===== src/rtl/dualclk_fifos.sv =====
// Single-clock FIFO: 16-bit words in, 8-bit bytes out (low byte first).
// 256-word storage; the state is a byte count plus one write and one read pointer.
module dualclk_fifos (
    input  logic        clk,
    input  logic        rst_n,
    input  logic [15:0] data,
    input  logic        wrreq,
    input  logic        rdreq,
    output logic [7:0]  q,
    output logic        rdempty,
    output logic [8:0]  rdusedw,
    output logic        wrfull,
    output logic [7:0]  wrusedw
);

    logic [15:0] mem [256];
    logic [7:0]  wp;
    logic [8:0]  rp;
    logic [9:0]  bcnt;
    logic [9:0]  bnext;
    logic [8:0]  occ;
    logic        wr_ok;
    logic        rd_ok;
    logic [15:0] rword;

    // A half-read word still occupies its slot, so words = ceil(bytes / 2).
    assign occ     = 9'((bcnt + 10'd1) >> 1);
    assign wrfull  = occ[8];
    assign rdempty = (bcnt == '0);
    assign rdusedw = bcnt[8:0];
    assign wrusedw = occ[7:0];

    assign wr_ok = wrreq && !wrfull;
    assign rd_ok = rdreq && !rdempty;
    assign rword = mem[rp[8:1]];

    always_comb begin
        bnext = bcnt;
        if (wr_ok) bnext = bnext + 10'd2;
        if (rd_ok) bnext = bnext - 10'd1;
    end

    always_ff @(posedge clk) begin
        if (wr_ok && rst_n) mem[wp] <= data;
    end

    always_ff @(posedge clk) begin
        if (!rst_n) begin
            wp   <= '0;
            rp   <= '0;
            bcnt <= '0;
            q    <= '0;
        end else begin
            bcnt <= bnext;
            if (wr_ok) wp <= wp + 8'd1;
            if (rd_ok) begin
                rp <= rp + 9'd1;
                q  <= rp[0] ? rword[15:8] : rword[7:0];
            end
        end
    end

endmodule


===== config.mk =====
export PLATFORM = sky130hd
export DESIGN_NAME = dualclk_fifos
export DESIGN_NICKNAME = d
export VERILOG_FILES = /design/src/rtl/dualclk_fifos.sv
export SDC_FILE = /design/constraint.sdc
export NUM_CORES = 2
export LEC_CHECK = 0
export BUFFER_PORTS_ARGS = -buffer_cell sky130_fd_sc_hd__clkbuf_2
export CAP_MARGIN = 10
export CORE_MARGIN = 2
export CORE_UTILIZATION = 61
export DETAILED_ROUTE_END_ITERATION = 12
export GPL_TIMING_DRIVEN = 1
export HOLD_SLACK_MARGIN = 0.08
export PLACE_DENSITY_LB_ADDON = 0.1
export SLEW_MARGIN = 20
export SYNTH_ARGS = -nofsm -noshare
export SYNTH_HDL_FRONTEND = slang
export SYNTH_SLANG_ARGS = --single-unit

===== constraint.sdc =====
create_clock -name clk -period 4.6 [get_ports clk]
set_clock_uncertainty 0.15 [all_clocks]
set_input_delay 0.23 -clock clk [delete_from_list [all_inputs] [get_ports clk]]
set_output_delay 0.23 -clock clk [all_outputs]
set_load 0.05 [all_outputs]

==> results_dict.tcl <==
set metrics [dict create \
    worst_pin_slew_ns 1.27 \
    grt_max_degree 154 \
    cts_buffer_depth 4 \
    die_w_um 517 \
    postPlaceCellArea_sq_um 169000 \
    die_h_um 517 \
    fin_crit_sh_pct 97.9 \
    crit_type "reg2reg" \
    finalMaxSlewViolations 0 \
    relSlewSlack_pct 15.1 \
    worstHoldStart "data[13]" \
    yosys.area_share.simple_pct 2.36 \
    setup_violations 0 \
    dr.first_iter.drc_count 13679 \
    cts.clk_slew.worst_paths_ns 0.07 \
    syn_nets 7459 \
    ant_nets 0 \
    cts_num_sinks 4139 \
    p_int_mw 65.1 \
    cp_max_fo 10 \
    place_ws_ns 0.274 \
    placedCellCount 11230 \
    fmax_ghz 0.222 \
    first_pass_iters 6 \
    hold_viol 0 \
    synth-edff-count 4096 \
    fin_crit_ns 4.50 \
    maxCapViolations 0 \
    grt_pass1_wl_mm 628 \
    worstSetupEndpointType "flip-flop" \
    cts_buffers 411 \
    grt_pass1_vias 80849 \
    critPathRequiredTime_ns 5.31 \
    worstSetupStartpointType "flip-flop" \
    htreeDepth 5 \
    fin_ws_ns 0.0972 \
    async_reset_ff_share_pct 0 \
    antenna_found_initial 24 \
    ios 47 \
    yosysUniqueCellTypes 84 \
    rsz0062_at_grt "no" \
    yosysWarnings 0 \
    clock_latency_ns 0.96 \
    finalNonFillerCells 12013 \
    wl_per_cell_um 37.4 \
    setup-tns-final_ns 0 \
    synth-compound-area-share_pct 2.81 \
    rows 188 \
    start_util_pct 61.3 \
    avgSynthCellArea_sq_um 21.6 \
    power_frac_clock_pct 39.0 \
    nets 8176 \
    yosys.area_share.xor_xnor_pct 0.164 \
    postCtsSetupRepairBufs 0 \
    synth.area.mux_share_pct 15.6 \
    dp_hpwl_mm 279 \
    fin_util_pct 69.5 \
    via_per_inst 6.96 \
    place.gp.congestion 0.929 \
    synth_top_family_by_area "multiplexers" \
    ys_seq_elements 4139 \
    ys.flop_type "edfxtp_1" \
    outcome "completed" \
    ys_seq_area_share_pct 77.1 \
    irDropWorstVdd_mv 0.499 \
    overflow 0 \
    switching_share_pct 23.9 \
    yosysTopAreaCell "edfxtp_1" \
    holdPathEnd "mem[119][13]" \
    synthCells 7430 \
    rr_worst_depth 10 \
    hold_depth 2 \
    cts_tree "done" \
    root_buffer "clkbuf_16" \
    drc 0 \
    rrSetupSlack_ns 0.1 \
    p_comb_share_pct 12.1 \
    reg2reg_to "q[5]" \
    hp-class "in2reg" \
    wl_mm 450 \
    design_area_sq_um 182000 \
    nFillCells 16058 \
    final_layout_size_suffix_gt1_share_pct 28.7 \
    synth_top_area_share_pct 76.6 \
    regArea_sq_um 124000 \
    p_leak_nw 56.3 \
    syn-cell-area_sq_um 161000 \
    seqPwrFrac_pct 48.9 \
    dieArea_sq_um 268000 \
    portBuffers 46 \
    multi_input_area_sq_um 34100 \
    power_switching_mw 20.4 \
    vias 83628 \
    synthAdderAreaFrac_pct 0.0701 \
    core_sq_um 262000 \
    synthToLayoutAreaGrowth_pct 13.5 \
    arrival_ns 5.21 \
    synth.top_cells.by_area "edfxtp_1 77%, mux4_2 13%, mux2i_1 2.2%" \
    grt_usage_pct 33.9 \
    p_per_area_nw_per_um2 469 \
]
## logic make-up (layout without fill, tap and decap cells)
group                      Yosys count  count (layout)
muxes                             1331            1331
AOI/OAI and AO/OA                  626             626
xor gates and xnor gates            30              30
other                                0              10
and+or+nand+nor                    843             843
adders and majority gates            9               9
DFF                               4139            4139
buffers and inverters              452            1510
## flip-flops by register name, summed over array words and instances (netlist names), named ones only
register  flops
mem        4096
q             8
wp            8
bcnt         10
rp            9
## power by group through the flow
stage / Clock, mW / Sequential (mW) / Combinational, mW
floorplan: 0 / 42.5 / 7.37
global placement: 0 / 42.6 / 10.2
detailed placement: 0 / 42.6 / 10.3
CTS: 33.6 / 41.8 / 10.3
global route: 35.0 / 41.8 / 10.8
finish: 33.3 / 41.8 / 10.3
## layer usage
layer	vias up	global-route usage (%)	share of wire, %
li1	32736	-	-
met1	44062	49.7	37
met2	5987	50.5	46
met3	837	8.09	13
met4	6	12.5	4.3
met5	-	0	0.0064
## repair_timing
| action | 4_1_cts | 5_1_grt |
|---|---|---|
| endpoints found under the hold margin | 1611 | 0 |
| setup endpoints to repair | 0 | 0 |
| gates resized for setup | 0 | 0 |
| hold buffers | 19 | 0 |
## layout make-up
| type | count | share of cell area (%) |
|---|---|---|
| clock inverters | 252 | 1.39 |
| diodes | 10 | 0.0137 |
| clock buffers | 502 | 5.93 |
| multi-input cells | 2839 | 18.7 |
| repair buffers | 746 | 3.61 |
| inverters | 10 | 0.0274 |
| well taps | 3515 | 2.41 |
| flip-flops and latches | 4139 | 67.9 |
## layout by cell type, fill, tap and decap left out, types with 17 or more instances in the layout
master,Yosys,final
mux4_2,936,936
a21oi_1,97,97
buf_12,18,73
dlygate4sd3_1,0,19
clkbuf_1,126,78
clkbuf_16,0,417
nor4_1,25,21
mux2i_1,355,355
buf_4,48,606
a2111oi_0,31,25
nor3_1,36,36
nand3_1,82,78
dfxtp_1,43,36
a22oi_1,76,76
edfxtp_1,4096,4096
nor2_2,0,76
and3_1,23,23
and2_1,22,20
nand4_1,23,23
o22ai_1,110,110
nand2_1,182,180
clkinv_1,1,81
a211oi_1,17,17
bufinv_16,0,41
clkbuf_8,0,22
a31oi_1,22,21
mux2_2,40,40
clkinv_2,0,92
o221ai_1,63,63
o211ai_1,21,21
nor2_1,375,298
o21ai_0,59,59
clkbuf_2,2,30
## worst max-delay path, cell delays in order (launching register included)
cell and delay, ns:
dfxtp_2 0.72, buf_4 0.33, nor2b_1 0.22, nand2_1 0.60
o211ai_1 0.59, nor4_1 0.13, buf_4 0.19, nor4_1 0.92
buf_4 0.25, o21ai_0 0.10, a41oi_1 0.21
## how the worst max path moves through the flow
| stage | from | to | slack (ns) | cells past startpoint |
|---|---|---|---|---|
| finish | flip-flop | q[5] | 0.1 | 10 |
| global route | flip-flop | q[4] | 0.15 | 9 |
| CTS | flip-flop | q[4] | 0.25 | 9 |
| detailed placement | flip-flop | q[4] | 0.27 | 9 |
| global placement | flip-flop | q[7] | -0.48 | 7 |
| floorplan | bcnt[1] | mem[220][0] | 0.90 | 9 |
## through the flow
step	hold WS, ns	power [mW]
6_report	0.129	85.5
5_1_grt	0.131	87.6
4_1_cts	0.0806	85.7
3_5_place_dp	0.347	52.9
3_3_place_gp	0.316	52.8
2_1_floorplan	0.179	49.9
## cell usage after synthesis, types with 9 or more instances
| library cell | number |
|---|---|
| o22ai_1 | 110 |
| edfxtp_1 | 4096 |
| buf_12 | 18 |
| a32oi_1 | 9 |
| a31oi_1 | 22 |
| nand4_1 | 23 |
| clkbuf_1 | 126 |
| buf_4 | 48 |
| a221oi_1 | 16 |
| o21ai_0 | 59 |
| buf_8 | 16 |
| nand3_1 | 82 |
| buf_2 | 144 |
| xor2_1 | 16 |
| a311oi_1 | 9 |
| dfxtp_1 | 43 |
| buf_6 | 68 |
| o211ai_1 | 21 |
| nor3_1 | 36 |
| ha_1 | 9 |
| and2_1 | 22 |
| mux2_2 | 40 |
| xnor2_1 | 14 |
| mux4_2 | 936 |
| a21oi_1 | 97 |
| a211oi_1 | 17 |
| buf_1 | 20 |
| o221ai_1 | 63 |
| mux2i_1 | 355 |
| nor2b_1 | 22 |
| nor4_1 | 25 |
| a2111oi_0 | 31 |
| and3_1 | 23 |
| nand2_1 | 182 |
| nand2b_1 | 14 |
| a22oi_1 | 76 |
| a22o_1 | 15 |
| nor2_1 | 375 |
Note: power is estimated with default switching activity, not from simulation.
